==> src/rtl/axi_lite_interface_if.sv <==
// AXI4 bus bundle (AW/W/B/AR/R) connecting a master to the register-file bridge.
// Master/Slave modports give the direction of each channel signal from either side.
interface AXI_BUS #(
    parameter int unsigned AXI_ADDR_WIDTH = 64,
    parameter int unsigned AXI_DATA_WIDTH = 64,
    parameter int unsigned AXI_ID_WIDTH   = 10
);
    localparam int unsigned STRB_W = AXI_DATA_WIDTH / 8;

    logic [AXI_ID_WIDTH-1:0]   aw_id;
    logic [AXI_ADDR_WIDTH-1:0] aw_addr;
    logic [7:0]                aw_len;
    logic                      aw_valid;
    logic                      aw_ready;

    logic [AXI_DATA_WIDTH-1:0] w_data;
    logic [STRB_W-1:0]         w_strb;
    logic                      w_last;
    logic                      w_valid;
    logic                      w_ready;

    logic [AXI_ID_WIDTH-1:0]   b_id;
    logic [1:0]                b_resp;
    logic                      b_valid;
    logic                      b_ready;

    logic [AXI_ID_WIDTH-1:0]   ar_id;
    logic [AXI_ADDR_WIDTH-1:0] ar_addr;
    logic [7:0]                ar_len;
    logic                      ar_valid;
    logic                      ar_ready;

    logic [AXI_ID_WIDTH-1:0]   r_id;
    logic [AXI_DATA_WIDTH-1:0] r_data;
    logic [1:0]                r_resp;
    logic                      r_last;
    logic                      r_valid;
    logic                      r_ready;

    modport Master (
        output aw_id, aw_addr, aw_len, aw_valid, input aw_ready,
        output w_data, w_strb, w_last, w_valid, input w_ready,
        input  b_id, b_resp, b_valid, output b_ready,
        output ar_id, ar_addr, ar_len, ar_valid, input ar_ready,
        input  r_id, r_data, r_resp, r_last, r_valid, output r_ready
    );

    modport Slave (
        input  aw_id, aw_addr, aw_len, aw_valid, output aw_ready,
        input  w_data, w_strb, w_last, w_valid, output w_ready,
        output b_id, b_resp, b_valid, input b_ready,
        input  ar_id, ar_addr, ar_len, ar_valid, output ar_ready,
        output r_id, r_data, r_resp, r_last, r_valid, input r_ready
    );
endinterface

==> src/rtl/axi_lite_interface.sv <==
// Single-beat AXI slave bridging one transaction at a time onto a simple register-file strobe.
// Optional simulation checks (data width, burst length) enabled by AXI_LITE_INTERFACE_ASSERT_EN.
module axi_lite_interface #(
    parameter int unsigned AXI_ADDR_WIDTH = 64,
    parameter int unsigned AXI_DATA_WIDTH = 64,
    parameter int unsigned AXI_ID_WIDTH   = 10
) (
    input  logic                      clk_i,
    input  logic                      rst_ni,
    AXI_BUS.Slave                     slave,
    output logic [AXI_ADDR_WIDTH-1:0] address_o,
    output logic                      en_o,
    output logic                      we_o,
    output logic [63:0]               data_o,
    input  logic [63:0]               data_i
);
    localparam int unsigned REG_DATA_W = 64;
    localparam logic [1:0]  RESP_OKAY  = 2'b00;

    typedef enum logic [1:0] {
        IDLE   = 2'd0,
        READ   = 2'd1,
        WRITE  = 2'd2,
        SEND_B = 2'd3
    } state_e;

    state_e                    state_q, state_d;
    logic [AXI_ADDR_WIDTH-1:0] addr_q, addr_d;
    logic [AXI_ID_WIDTH-1:0]   id_q, id_d;

    logic                      aw_ready, w_ready, b_valid, ar_ready, r_valid, r_last;
    logic [AXI_ID_WIDTH-1:0]   b_id, r_id;
    logic [1:0]                b_resp, r_resp;
    logic [AXI_DATA_WIDTH-1:0] r_data;

    // Lengths, strobes and w_last carry no information for single full-word beats.
    logic unused_inputs;
    assign unused_inputs = ^{slave.aw_len, slave.ar_len, slave.w_strb, slave.w_last};

    // State, captured address and id.
    always_ff @(posedge clk_i or negedge rst_ni) begin
        if (!rst_ni) begin
            state_q <= IDLE;
            addr_q  <= '0;
            id_q    <= '0;
        end else begin
            state_q <= state_d;
            addr_q  <= addr_d;
            id_q    <= id_d;
        end
    end

    // Next state and all channel/register-file outputs; reads take priority in IDLE.
    always_comb begin
        state_d   = state_q;
        addr_d    = addr_q;
        id_d      = id_q;
        aw_ready  = 1'b0;
        w_ready   = 1'b0;
        b_valid   = 1'b0;
        b_id      = '0;
        b_resp    = RESP_OKAY;
        ar_ready  = 1'b0;
        r_valid   = 1'b0;
        r_id      = '0;
        r_data    = '0;
        r_resp    = RESP_OKAY;
        r_last    = 1'b0;
        en_o      = 1'b0;
        we_o      = 1'b0;
        data_o    = '0;
        address_o = addr_q;

        unique case (state_q)
            IDLE: begin
                ar_ready = 1'b1;
                if (slave.ar_valid) begin
                    addr_d  = slave.ar_addr;
                    id_d    = slave.ar_id;
                    state_d = READ;
                end else begin
                    aw_ready = 1'b1;
                    if (slave.aw_valid) begin
                        addr_d  = slave.aw_addr;
                        id_d    = slave.aw_id;
                        state_d = WRITE;
                    end
                end
            end
            READ: begin
                en_o    = 1'b1;
                r_valid = 1'b1;
                r_data  = AXI_DATA_WIDTH'(data_i);
                r_last  = 1'b1;
                r_id    = id_q;
                if (slave.r_ready) begin
                    state_d = IDLE;
                end
            end
            WRITE: begin
                w_ready = 1'b1;
                if (slave.w_valid) begin
                    en_o    = 1'b1;
                    we_o    = 1'b1;
                    data_o  = REG_DATA_W'(slave.w_data);
                    state_d = SEND_B;
                end
            end
            SEND_B: begin
                b_valid = 1'b1;
                b_id    = id_q;
                if (slave.b_ready) begin
                    state_d = IDLE;
                end
            end
            default: state_d = IDLE;
        endcase
    end

    assign slave.aw_ready = aw_ready;
    assign slave.w_ready  = w_ready;
    assign slave.b_valid  = b_valid;
    assign slave.b_id     = b_id;
    assign slave.b_resp   = b_resp;
    assign slave.ar_ready = ar_ready;
    assign slave.r_valid  = r_valid;
    assign slave.r_id     = r_id;
    assign slave.r_data   = r_data;
    assign slave.r_resp   = r_resp;
    assign slave.r_last   = r_last;

`ifdef AXI_LITE_INTERFACE_ASSERT_EN
    initial begin
        if (AXI_DATA_WIDTH != 64) begin
            $fatal(1, "axi_lite_interface: AXI_DATA_WIDTH=%0d, only 64 is supported", AXI_DATA_WIDTH);
        end
    end

    // Bursts would silently be truncated to one beat, so flag them at acceptance.
    always @(posedge clk_i) begin
        if (rst_ni && state_q == IDLE) begin
            if (slave.ar_valid && slave.ar_len != 8'd0) begin
                $error("axi_lite_interface: ar_len=%0d accepted, only single beats supported", slave.ar_len);
            end else if (slave.aw_valid && slave.aw_len != 8'd0) begin
                $error("axi_lite_interface: aw_len=%0d accepted, only single beats supported", slave.aw_len);
            end
        end
    end
`endif
endmodule

==> src/flat_wrapper.sv <==
// flat-port wrapper written by rule: the top's interface ports become plain ports
module axi_lite_interface_flat 
#(
    parameter int unsigned AXI_ADDR_WIDTH = 64,
    parameter int unsigned AXI_DATA_WIDTH = 64,
    parameter int unsigned AXI_ID_WIDTH   = 10
)
  (clk_i, rst_ni, address_o, en_o, we_o, data_o, data_i, slave_aw_id, slave_aw_addr, slave_aw_len, slave_aw_valid, slave_aw_ready, slave_w_data, slave_w_strb, slave_w_last, slave_w_valid, slave_w_ready, slave_b_id, slave_b_resp, slave_b_valid, slave_b_ready, slave_ar_id, slave_ar_addr, slave_ar_len, slave_ar_valid, slave_ar_ready, slave_r_id, slave_r_data, slave_r_resp, slave_r_last, slave_r_valid, slave_r_ready);
  AXI_BUS #(.AXI_ADDR_WIDTH(AXI_ADDR_WIDTH), .AXI_DATA_WIDTH(AXI_DATA_WIDTH), .AXI_ID_WIDTH(AXI_ID_WIDTH)) slave_i ();
  input  logic clk_i;
  input  logic rst_ni;
  output logic [AXI_ADDR_WIDTH-1:0] address_o;
  output logic en_o;
  output logic we_o;
  output logic [63:0] data_o;
  input  logic [63:0] data_i;
  input wire logic [$bits(slave_i.aw_id)-1:0] slave_aw_id;
  input wire logic [$bits(slave_i.aw_addr)-1:0] slave_aw_addr;
  input wire logic [$bits(slave_i.aw_len)-1:0] slave_aw_len;
  input wire logic [$bits(slave_i.aw_valid)-1:0] slave_aw_valid;
  output wire logic [$bits(slave_i.aw_ready)-1:0] slave_aw_ready;
  input wire logic [$bits(slave_i.w_data)-1:0] slave_w_data;
  input wire logic [$bits(slave_i.w_strb)-1:0] slave_w_strb;
  input wire logic [$bits(slave_i.w_last)-1:0] slave_w_last;
  input wire logic [$bits(slave_i.w_valid)-1:0] slave_w_valid;
  output wire logic [$bits(slave_i.w_ready)-1:0] slave_w_ready;
  output wire logic [$bits(slave_i.b_id)-1:0] slave_b_id;
  output wire logic [$bits(slave_i.b_resp)-1:0] slave_b_resp;
  output wire logic [$bits(slave_i.b_valid)-1:0] slave_b_valid;
  input wire logic [$bits(slave_i.b_ready)-1:0] slave_b_ready;
  input wire logic [$bits(slave_i.ar_id)-1:0] slave_ar_id;
  input wire logic [$bits(slave_i.ar_addr)-1:0] slave_ar_addr;
  input wire logic [$bits(slave_i.ar_len)-1:0] slave_ar_len;
  input wire logic [$bits(slave_i.ar_valid)-1:0] slave_ar_valid;
  output wire logic [$bits(slave_i.ar_ready)-1:0] slave_ar_ready;
  output wire logic [$bits(slave_i.r_id)-1:0] slave_r_id;
  output wire logic [$bits(slave_i.r_data)-1:0] slave_r_data;
  output wire logic [$bits(slave_i.r_resp)-1:0] slave_r_resp;
  output wire logic [$bits(slave_i.r_last)-1:0] slave_r_last;
  output wire logic [$bits(slave_i.r_valid)-1:0] slave_r_valid;
  input wire logic [$bits(slave_i.r_ready)-1:0] slave_r_ready;
  assign slave_i.aw_id = slave_aw_id;
  assign slave_i.aw_addr = slave_aw_addr;
  assign slave_i.aw_len = slave_aw_len;
  assign slave_i.aw_valid = slave_aw_valid;
  assign slave_aw_ready = slave_i.aw_ready;
  assign slave_i.w_data = slave_w_data;
  assign slave_i.w_strb = slave_w_strb;
  assign slave_i.w_last = slave_w_last;
  assign slave_i.w_valid = slave_w_valid;
  assign slave_w_ready = slave_i.w_ready;
  assign slave_b_id = slave_i.b_id;
  assign slave_b_resp = slave_i.b_resp;
  assign slave_b_valid = slave_i.b_valid;
  assign slave_i.b_ready = slave_b_ready;
  assign slave_i.ar_id = slave_ar_id;
  assign slave_i.ar_addr = slave_ar_addr;
  assign slave_i.ar_len = slave_ar_len;
  assign slave_i.ar_valid = slave_ar_valid;
  assign slave_ar_ready = slave_i.ar_ready;
  assign slave_r_id = slave_i.r_id;
  assign slave_r_data = slave_i.r_data;
  assign slave_r_resp = slave_i.r_resp;
  assign slave_r_last = slave_i.r_last;
  assign slave_r_valid = slave_i.r_valid;
  assign slave_i.r_ready = slave_r_ready;
  axi_lite_interface #(.AXI_ADDR_WIDTH(AXI_ADDR_WIDTH), .AXI_DATA_WIDTH(AXI_DATA_WIDTH), .AXI_ID_WIDTH(AXI_ID_WIDTH)) u_core (.clk_i(clk_i), .rst_ni(rst_ni), .slave(slave_i), .address_o(address_o), .en_o(en_o), .we_o(we_o), .data_o(data_o), .data_i(data_i));
endmodule
==> config.mk <==
export PLATFORM = sky130hd
export DESIGN_NAME = axi_lite_interface_flat
export DESIGN_NICKNAME = d
export VERILOG_FILES = /design/src/rtl/axi_lite_interface_if.sv /design/src/rtl/axi_lite_interface.sv /design/src/flat_wrapper.sv
export SDC_FILE = /design/constraint.sdc
export NUM_CORES = 1
export LEC_CHECK = 0
export CAP_MARGIN = 5
export CORE_AREA = 2 2 205 207
export DETAILED_ROUTE_END_ITERATION = 6
export DIE_AREA = 0 0 207 209
export SYNTH_ARGS = -nofsm -noshare
export SYNTH_HDL_FRONTEND = slang
export SYNTH_SLANG_ARGS = --single-unit
==> constraint.sdc <==
create_clock -name clk_i -period 4.1 [get_ports clk_i]
set_input_delay 0.41 -clock clk_i [delete_from_list [all_inputs] [get_ports clk_i]]
set_output_delay 0.41 -clock clk_i [all_outputs]
set_load 0.05 [all_outputs]
## Word-level counts from Yosys, hierarchy flattened

Cells that the tools add are included.

| word-level totals | value |
|---|---|
| register bits | 76 |
| output and inout port bits | 224 |
| word-level logic and storage cells | 38 |

| cells by class | value |
|---|---|
| equality and inequality tests | 7 |
| muxes and demuxes | 24 |
| reduce and logical (&&, ||, !) cells | 4 |

Operator list:

| cell | count |
|---|---|
| two-way mux 64 bit | 5 |
| two-way mux 10 bit | 4 |
| two-way mux 2 bit | 5 |
| two-way mux 1 bit | 8 |
| one-hot mux 2 bit (4 select lines) | 1 |
| inequality test 2 bit (second input constant) | 3 |
| == test 2 bit (second input constant) | 2 |
| AND reduction 4 bit | 1 |
| inequality test 3 bit (second input constant) | 1 |
| == test 2 x 1 -> 1 bit (second input constant) | 1 |
| logical NOT 2 bit | 1 |
| one-hot mux 1 bit (2 select lines) | 1 |
| AND reduction 2 bit | 1 |
| nonzero test 2 bit | 1 |

## Longest topological paths before layout

Gate-level depths: netlist of the first run.

| logic depth | value |
|---|---|
| depth in word-level cells | 3 |
| depth in mapped cells | 8 |
| gate-level depth less buffers | 5 |

## Worst setup path before layout of the first run

OpenSTA, ideal clock, no wires.

| path | value |
|---|---|
| path kind | reg2out |
| start | register u_core.state_q[0] |
| end | output port data_o[10] |
| arrival time | 1979 ps |
| path slack | 1711 ps |
| stages on the path, launching flop included | 6 |
| buffers on the path | 2 |
| cell sequence | dfrtp_1 inv_1 ha_1 clkbuf_1 clkbuf_1 and3_1 |

| on the way | value |
|---|---|
| word-level cells in the longest chain between the ends | 2 |

RTL lines:

| element | line | source |
|---|---|---|
| start: declaration | axi_lite_interface.sv:27 | `state_e state_q, state_d;` |
| start signal: assignment | axi_lite_interface.sv:47 | `state_q <= state_d;` |
| == test 2 bit | axi_lite_interface.sv:74 | `unique case (state_q)` |
| two-way mux 64 bit | axi_lite_interface.sv:74 |  |
| end: declaration | flat_wrapper.sv:15 | `output logic [63:0] data_o;` |

Every way passes these cells.

## Final worst setup path of the first run

| path | value |
|---|---|
| start | register u_core.state_q[1] |
| end | output port slave_r_data[7] |

| on the way | value |
|---|---|
| word-level cells in the longest chain between the ends | 2 |

RTL lines:

| element | line | source |
|---|---|---|
| == test 2 x 1 -> 1 bit | axi_lite_interface.sv:74 |  |
| two-way mux 64 bit | axi_lite_interface.sv:74 |  |
| end: declaration | flat_wrapper.sv:37 | `output wire logic [$bits(slave_i.r_data)-1:0] slave_r_data;` |

Every way passes these cells.

==> key figures, run 1 <==
Power and ir drop
  – Sw frac: 54.3%
  – Comb power frac: 69.3%
  – Internal power: 3270 µW
  – Power Density: 680 nW/µm²
  – Peak supply drop: 0.302 mV
  – Clock power frac: 12.0%
  – Pwr Total: 7150 µW
  – Sequential share of power: 18.7%
  – Sw Pwr: 3880 µW
  – P_leak: 0.00444 µW

Layout
  – Fraction of layout cells with a size suffix above 1: 2.60%
  – Final nets: 1309
  – Fillcell total: 4480
  – # diodes: 0
  – Synth-to-Final Area Change: 122%

Logic synthesis
  – Distinct cells, synth: 24
  – Mean Syn Cell Area: 8.99 µm²
  – #FFs+latches synth: 76
  – Cell Area, Synth: 4730 µm²
  – Sequential area share after synthesis: 40.2%
  – Yosys warns: 0
  – Cells after Synth: 526

Timing
  – Setup TNS: 0 ns
  – Final period utilization: 82.0%
  – Slew at the pin closest to its max-slew limit: 1.03 ns
  – Min cycle time layout: 3.36 ns
  – Peak Freq: 298 MHz
  – RSZ-0062 raised after global routing: false
  – Finish-stage setup viols: 0
  – Fin. max-slew vios: 0
  – Worst rel slew slack: 31.7%
  – Hold Fails Final Rpt: 0
  – Worst Skew: 0.0145 ns

CTS
  – H-tree lvl count: 3
  – Clock tree from TritonCTS: yes
  – Clock Sink Count: 76
  – Clock root buffer: clkbuf_16
  – CTS Buf Count: 9
  – Post-CTS sizing: 0
  – Post-CTS Hold Buffers: 0
  – Worst skew pair latency: 0.36 ns
  – CTS Buffer Depth: 2
  – Post-CTS Setup Inserts: 0
  – Clock input transition at the sequential cells of the worst setup and hold paths: 0.07 ns

Worst setup path
  – Critical path arrival: 2.95 ns
  – WS Path Type: reg2out
  – Crit path launch type: register
  – FF-to-FF path depth: 5
  – Crit Path Max Fanout: 75
  – Setup crit end kind: primary output
  – Required time worst endpoint: 3.69 ns

Placed design
  – Final HPWL DP: 19500 µm
  – Port-buffer cells: 502
  – Final RePlAce weighted congestion: 0.902

Detailed routing
  – Starting DRT DRC Count: 141
  – Drt pass-1 iters: 4
  – Vias/cell: 3.56
  – Wire per inst: 15.4 µm
  – Via Count: 5480
  – Routed WL: 23700 µm
  – Post-DRT Antenna Nets: 0
  – Remaining DRCs: 0

Global route
  – Number of global-route vias before repair: 5499
  – GRT Overall Usage: 10.7%
  – Initial antenna violation count: 1
  – Grt total ovfl: 0
  – First-pass GRT wire length: 35000 µm
  – Pin count of the biggest net entering global routing: 89

Floorplanning
  – Starting density of the core: 11.5%
  – Die ar.: 43300 µm²
  – IO Count: 532
  – Die Wd: 207 µm
  – Core ar.: 41300 µm²
  – Row count: 75
  – Die Y: 209 µm

Run
  – Max cap viols: 0

Hold path
  – Hold Path Class: in2async

Run status
  – Outcome: finished, final reports clean
-- metal layers --
layer,GRT usage [%],share of wire (%)
met4,3.52,1.6
met3,3.91,8.3
met2,18.5,50
met5,0,0
met1,12.1,40
-- through the flow --
stage | hold slack, ns | util, % | area [µm²] | setup WS (ns) | cells
final | 0.0918 | 25.4 | 10500 | 0.739 | 1539
after global routing | 0.119 | 25.4 | 10500 | 0.551 | 1539
after CTS | 0.112 | 25.4 | 10500 | 0.672 | 1539
after detailed placement | 0.470 | 24.7 | 10200 | 1.11 | 1523
after global placement | 0.463 | 24.7 | 10200 | 1.16 | 1523
after floorplan | 0.114 | - | 4740 | 1.71 | 529
-- power by group through the flow --
stage / Clock (µW) / Combinational (µW) / Sequential [µW]
finish: 859 / 4950 / 1330
global route: 933 / 5220 / 1400
CTS: 919 / 5010 / 1340
detailed placement: 0 / 5000 / 1350
global placement: 0 / 4980 / 1330
floorplan: 0 / 2160 / 2380
-- worst paths after layout --
kind,start,slack [ns],to
worst max-delay path,u_core.state_q[1]$_DFFE_PN0P_,0.74,slave_r_data[7]
worst min-delay path,rst_ni,0.09,u_core.address_o[22]$_DFFE_PN0P_
worst max register to register,u_core.state_q[0]$_DFFE_PN0P_,1.99,u_core.address_o[25]$_DFFE_PN0P_
worst min register to register,u_core.address_o[54]$_DFFE_PN0P_,0.48,u_core.address_o[54]$_DFFE_PN0P_
max in group asynchronous,rst_ni,3.07,u_core.address_o[27]$_DFFE_PN0P_
min in group clk_i,u_core.address_o[54]$_DFFE_PN0P_,0.48,u_core.address_o[54]$_DFFE_PN0P_
-- worst max-delay path, cell delays in order (launching register included) --
cell             delay [ns]
dfrtp_1                0.43
inv_1                  0.13
ha_2                   0.85
and2_1                 0.30
clkdlybuf4s50_1        0.82
-- synthesized netlist by cell type --
cell type / number / area [µm²]
a21oi_1: 1 / 5.00
a41oi_1: 2 / 17.5
and2_1: 85 / 532
and3_1: 65 / 407
buf_2: 9 / 45.0
buf_4: 7 / 52.6
buf_6: 8 / 90.1
clkbuf_1: 26 / 97.6
clkbuf_2: 3 / 15.0
conb_1: 1 / 3.75
dfrtp_1: 76 / 1900
ha_1: 6 / 75.1
inv_1: 3 / 11.3
mux2i_1: 74 / 741
nand2_1: 74 / 278
nand2b_1: 4 / 25.0
nand4_1: 1 / 6.26
nor2_1: 1 / 3.75
nor2b_1: 3 / 18.8
o21a_1: 1 / 7.51
o21ai_0: 72 / 360
o21ai_1: 2 / 10.0
o21ai_4: 1 / 16.3
o221ai_1: 1 / 8.76
-- layout make-up --
cell class,count,area (µm²),area share [%]
inverters,3,11.3,0.107
clock inverters,5,60.1,0.572
repair buffers,508,5080,48.3
flip-flops and latches,76,1900,18.1
multi-input cells,397,2530,24.1
clock buffers,11,253,2.41
well taps,539,674,6.42
-- logic make-up after synthesis --
family	share of synthesized area (%)
buf+inv	6.59
simple gates	26.9
fa+ha+maj	1.59
other cells	0.0793
mux	15.7
flops	40.2
compound gates	9.00
-- layout by cell type, fill, tap and decap left out, drive strengths merged --
cell type,count
o21ai,75
clkinv,3
nor2,1
dfrtp,76
o221ai,1
bufinv,1
nand2,74
a21oi,1
ha,6
o21a,1
and2,85
buf,8
inv,3
clkinvlp,1
a41oi,2
nand2b,4
nor2b,3
clkbuf,11
nand4,1
and3,65
conb,4
mux2i,74
clkdlybuf4s50,500
-- sequential cells by signal, summed over array words and instances, names as in the netlist --
register          cells
u_core.state_q        2
u_core.address_o     64
u_core.id_q          10
Note: power is estimated with default switching activity, not from simulation.
==> run 2: changes to the inputs <==
==> constraint.sdc (replaced) <==
create_clock -name clk_i -period 2.7 [get_ports clk_i]
set_input_delay 0.27 -clock clk_i [delete_from_list [all_inputs] [get_ports clk_i]]
set_output_delay 0.27 -clock clk_i [all_outputs]
set_load 0.05 [all_outputs]
==> key figures, run 2 (same netlist as run 1, synthesis figures left out) <==
Run status
  – Outcome: finished, final reports clean

Floorplanning
  – Starting density of the core: 11.5%
  – Die Wd: 207 µm
  – IO Count: 532
  – Core ar.: 41300 µm²
  – Die Y: 209 µm
  – Row count: 75
  – Die ar.: 43300 µm²

Worst setup path
  – Slowest stage delay, CP: 0.80 ns
  – CP delay by family, top: buffers and inverters
  – Crit Path Max Fanout: 12
  – Critical path arrival: 2.27 ns
  – Required time worst endpoint: 2.43 ns
  – Setup crit end kind: primary output
  – Bufs and invs on worst path: 1
  – WS Path Type: reg2out
  – Slowest-stage cell, CP: clkdlybuf4s50_1
  – Crit path launch type: register
  – CP Cell Sequence: ha_1, and2_1, clkdlybuf4s50_1

Detailed routing
  – Via Count: 5487
  – Remaining DRCs: 0
  – Starting DRT DRC Count: 226
  – Drt pass-1 iters: 4
  – Wire per inst: 15.9 µm
  – Vias/cell: 3.56
  – Post-DRT Antenna Nets: 0
  – Routed WL: 24600 µm

Hold path
  – Hold Path Class: in2async

Timing
  – Fin. max-slew vios: 0
  – Hold Fails Final Rpt: 0
  – Worst Skew: 0.0129 ns
  – Final period utilization: 94.0%
  – Min cycle time layout: 2.54 ns
  – Worst rel slew slack: 52.2%
  – Peak Freq: 394 MHz
  – Hold WS: 0.416 ns
  – Slew at the pin closest to its max-slew limit: 0.715 ns
  – Setup TNS: 0 ns
  – RSZ-0062 raised after global routing: false
  – Finish-stage setup viols: 0

Global route
  – First-pass GRT wire length: 36200 µm
  – Met2 Usage GRT: 18.9%
  – Most heavily used metal layer in global routing: met2
  – Number of global-route vias before repair: 5583
  – Grt total ovfl: 0
  – Pin count of the biggest net entering global routing: 89
  – GRT Overall Usage: 11.1%
  – Met1 usage: 13.1%
  – M3 GR Usage: 3.29%
  – Initial antenna violation count: 3

Layout
  – Final nets: 1311
  – Synth-to-Final Area Change: 139%
  – Commonest non-fill, non-tap cell in the layout: clkdlybuf4s50_1
  – Fillcell total: 4373
  – Commonest cells after routing, fill and taps aside: clkdlybuf4s50_1 (356), buf_12 (92), and2_1 (85)
  – Fraction of layout cells with a size suffix above 1: 16.9%
  – Final core utilization: 27.4%
  – Largest register FFs: 64

Placed design
  – Final HPWL DP: 20100 µm
  – Final RePlAce weighted congestion: 0.854
  – Port-buffer cells: 502

CTS
  – Clock input transition at the sequential cells of the worst setup and hold paths: 0.07 ns
  – Clock tree from TritonCTS: yes
  – Worst skew pair latency: 0.36 ns
  – Post-CTS Setup Inserts: 0
  – CTS Buffer Depth: 2
  – CTS Buf Count: 9
  – Clock Sink Count: 76
  – H-tree lvl count: 3
  – Clock root buffer: clkbuf_16

Power and ir drop
  – P_leak: 0.00500 µW
  – Pwr Total: 11500 µW
  – Power Density: 1010 nW/µm²
  – Peak supply drop: 0.480 mV

Run
  – Max cap viols: 0
run 2: changes by cell type in the layout (fill, tap and decap cells not counted):
cell | before | now
clkdlybuf4s50_1 | 500 | 356
buf_12 | 1 | 92
buf_4 | 7 | 60
diode_2 | 0 | 2
clkbuf_1 | 0 | 1
clkinv_2 | 1 | 0
clkinv_4 | 2 | 1
dlygate4sd3_1 | 0 | 1
dlymetal6s2s_1 | 0 | 1
inv_6 | 0 | 1
run 2: layout make-up:
cell class / instances / area, µm² / share of cell area (%)
well taps: 539 / 674 / 5.96
multi-input cells: 397 / 2530 / 22.4
clock inverters: 4 / 55.1 / 0.487
diodes: 2 / 5.00 / 0.0442
inverters: 3 / 11.3 / 0.0996
flip-flops and latches: 76 / 1900 / 16.8
repair buffers: 510 / 5880 / 52.0
clock buffers: 12 / 256 / 2.27
run 2: worst paths after layout:
kind	startpoint	depth (start not counted)	slack [ns]	to
setup / recovery	u_core.state_q[0]$_DFFE_PN0P_	3	0.16	slave_b_id[1]
hold / removal	rst_ni	2	0.42	u_core.address_o[25]$_DFFE_PN0P_
max in group asynchronous	rst_ni	3	1.63	u_core.id_q[5]$_DFFE_PN0P_
hold reg to reg	u_core.address_o[36]$_DFFE_PN0P_	2	0.48	u_core.address_o[36]$_DFFE_PN0P_
setup reg to reg	u_core.state_q[0]$_DFFE_PN0P_	5	0.86	u_core.address_o[43]$_DFFE_PN0P_
min in group clk_i	slave_ar_valid	3	0.44	u_core.id_q[1]$_DFFE_PN0P_
run 2: metal layers:
| metal | part of all wire [%] | routed length [µm] | up-vias |
|---|---|---|---|
| met4 | 2.2 | 549 | 2 |
| met3 | 7.0 | 1730 | 24 |
| met5 | 0.037 | 9 | - |
| li1 | - | - | 2706 |
| met2 | 50 | 12300 | 254 |
| met1 | 41 | 10000 | 2501 |
run 2: power by group:
group	switching, µW	internal, µW	leakage (µW)
sequential	326	1700	0.000937
clock	565	774	0.000149
combinational	5190	2930	0.00391
run 2: stage by stage:
| step | cell area (µm²) | cells | worst slack [ns] |
|---|---|---|---|
| floorplan | 4740 | 529 | 0.429 |
| global placement | 11000 | 1524 | 0.519 |
| detailed placement | 11000 | 1524 | 0.465 |
| CTS | 11300 | 1541 | 0.0561 |
| global route | 11300 | 1543 | 0.00223 |
| finish | 11300 | 1543 | 0.163 |
run 2: what timing repair did:
item / 4_1_cts / 5_1_grt
resized for setup: 0 / 1
hold endpoints to repair: 35 / 0
endpoints found under the setup margin: 0 / 1
hold buffers: 1 / 0
==> run 3: changes to the inputs <==
--- a/config.mk
+++ b/config.mk
@@ -6,9 +6,13 @@
 export NUM_CORES = 1
 export LEC_CHECK = 0
 export CAP_MARGIN = 5
-export CORE_AREA = 2 2 205 207
+export CELL_PAD_IN_SITES_DETAIL_PLACEMENT = 0
+export CELL_PAD_IN_SITES_GLOBAL_PLACEMENT = 1
+export CORE_AREA = 2 2 208 210
 export DETAILED_ROUTE_END_ITERATION = 6
-export DIE_AREA = 0 0 207 209
+export DIE_AREA = 0 0 210 212
+export DONT_BUFFER_PORTS = 1
+export PLACE_DENSITY_LB_ADDON = 0.1
 export SYNTH_ARGS = -nofsm -noshare
 export SYNTH_HDL_FRONTEND = slang
 export SYNTH_SLANG_ARGS = --single-unit
==> key figures, run 3 (same netlist as run 1, synthesis figures left out) <==
CTS
  – H-tree lvl count: 3
  – Clock Sink Count: 76
  – Clock tree from TritonCTS: yes
  – Clock root buffer: clkbuf_16
  – CTS Buffer Depth: 2
  – Worst skew pair latency: 0.34 ns
  – CTS Buf Count: 9
  – Clock input transition at the sequential cells of the worst setup and hold paths: 0.06 ns

Timing
  – Slew at the pin closest to its max-slew limit: 0.566 ns
  – Hold Fails Final Rpt: 0
  – Min cycle time layout: 2.37 ns
  – Setup TNS: 0 ns
  – Peak Freq: 423 MHz
  – Worst rel slew slack: 62.4%
  – Hold WS: 0.121 ns
  – Final WS setup: 0.335 ns
  – Worst Skew: 0.00803 ns
  – RSZ-0062 raised after global routing: false
  – Finish-stage setup viols: 0
  – Final period utilization: 87.6%
  – Fin. max-slew vios: 0

Power and ir drop
  – Peak supply drop: 0.393 mV
  – Power Density: 1440 nW/µm²
  – P_leak: 0.00316 µW

Layout
  – Synth-to-Final Area Change: 35.6%
  – Commonest cells after routing, fill and taps aside: buf_4 (117), and2_1 (85), dfrtp_1 (76)
  – Final nets: 921
  – Commonest non-fill, non-tap cell in the layout: buf_4
  – Fraction of layout cells with a size suffix above 1: 22.2%
  – Final core utilization: 15.1%
  – Final cell count without fillers: 1172
  – Largest register FFs: 64

Detailed routing
  – Remaining DRCs: 0
  – Via Count: 4103
  – Wire per inst: 17.8 µm
  – Vias/cell: 3.50
  – Post-DRT Antenna Nets: 0
  – Starting DRT DRC Count: 168
  – Drt pass-1 iters: 4
  – Routed WL: 20800 µm

Floorplanning
  – Starting density of the core: 11.1%
  – Core ar.: 42500 µm²
  – Die Wd: 210 µm
  – Row count: 76
  – IO Count: 532
  – Die ar.: 44500 µm²
  – Die Y: 212 µm

Worst setup path
  – CP Cell Sequence: inv_1, ha_4, buf_4, and3_1, buf_4
  – WS Path Type: reg2out
  – CP most frequent cell: buf_4
  – Crit Path Max Fanout: 50
  – Required time worst endpoint: 2.43 ns
  – Setup crit end kind: primary output
  – FF-to-FF path depth: 5
  – Slowest stage delay, CP: 0.43 ns
  – WP depth: 5
  – Crit path launch type: register
  – Bufs and invs on worst path: 3
  – Slowest-stage cell, CP: dfrtp_1
  – Critical path arrival: 2.10 ns
  – CP delay by family, top: buffers and inverters

Placed design
  – Dpl cells: 1140
  – Final RePlAce weighted congestion: 0.821
  – Final HPWL DP: 16600 µm
  – Setup Slack @ Placement: 0.488 ns
  – Port-buffer cells: 0

Run
  – Max cap viols: 0

Global route
  – Pin count of the biggest net entering global routing: 91
  – Number of global-route vias before repair: 3988
  – First-pass GRT wire length: 28700 µm
  – GRT Overall Usage: 8.72%
  – Grt total ovfl: 0
  – Initial antenna violation count: 19

Hold path
  – Hold Path Class: in2reg
  – WHS Path Cells: 2

Run status
  – Outcome: finished, final reports clean
==> run 3: area by class of cell <==
cell class,instances,area (µm²)
diodes,14,35.0
clock inverters,4,47.5
well taps,546,683
clock buffers,12,256
multi-input cells,397,2540
fillers,4818,36100
repair buffers,120,936
inverters,3,11.3
flip-flops and latches,76,1900
==> run 3: worst paths after layout <==
check / startpoint / endpoint / slack, ns
setup / recovery: u_core.state_q[0]$_DFFE_PN0P_ / data_o[3] / 0.33
hold reg to reg: u_core.id_q[1]$_DFFE_PN0P_ / u_core.id_q[1]$_DFFE_PN0P_ / 0.50
hold / removal: slave_aw_addr[31] / u_core.address_o[31]$_DFFE_PN0P_ / 0.12
setup reg to reg: u_core.state_q[0]$_DFFE_PN0P_ / u_core.address_o[63]$_DFFE_PN0P_ / 0.83
min in group asynchronous: rst_ni / u_core.address_o[58]$_DFFE_PN0P_ / 0.54
max in group asynchronous: rst_ni / u_core.id_q[9]$_DFFE_PN0P_ / 1.80
==> run 3: metal layers <==
| layer | GRT usage (%) | part of all wire [%] | vias to the layer above |
|---|---|---|---|
| li1 | - | - | 1945 |
| met1 | 9.68 | 38 | 1879 |
| met2 | 14.5 | 49 | 246 |
| met3 | 4.77 | 11 | 23 |
| met4 | 2.35 | 1.1 | 10 |
| met5 | 0 | 0.32 | - |
==> run 3: power by group <==
| group | leakage (µW) | internal (µW) | switching (µW) |
|---|---|---|---|
| Clock | 0.000149 | 765 | 529 |
| Combinational | 0.00207 | 1150 | 3000 |
| Sequential | 0.000937 | 1670 | 2130 |
==> run 3: repair_timing <==
action / in CTS / in global routing
endpoints found under the hold margin: 76 / 0
buffers inserted: 0 / 0
setup endpoints to repair: 0 / 10
resized for setup: 0 / 1
hold buffers: 2 / 0
==> run 3: through the flow <==
stage / total power (µW) / area, µm²
global placement: 8010 / 6020
CTS: 9430 / 6360
global route: 9800 / 6400
floorplan: 6890 / 4740
finish: 9240 / 6410
detailed placement: 8020 / 6020
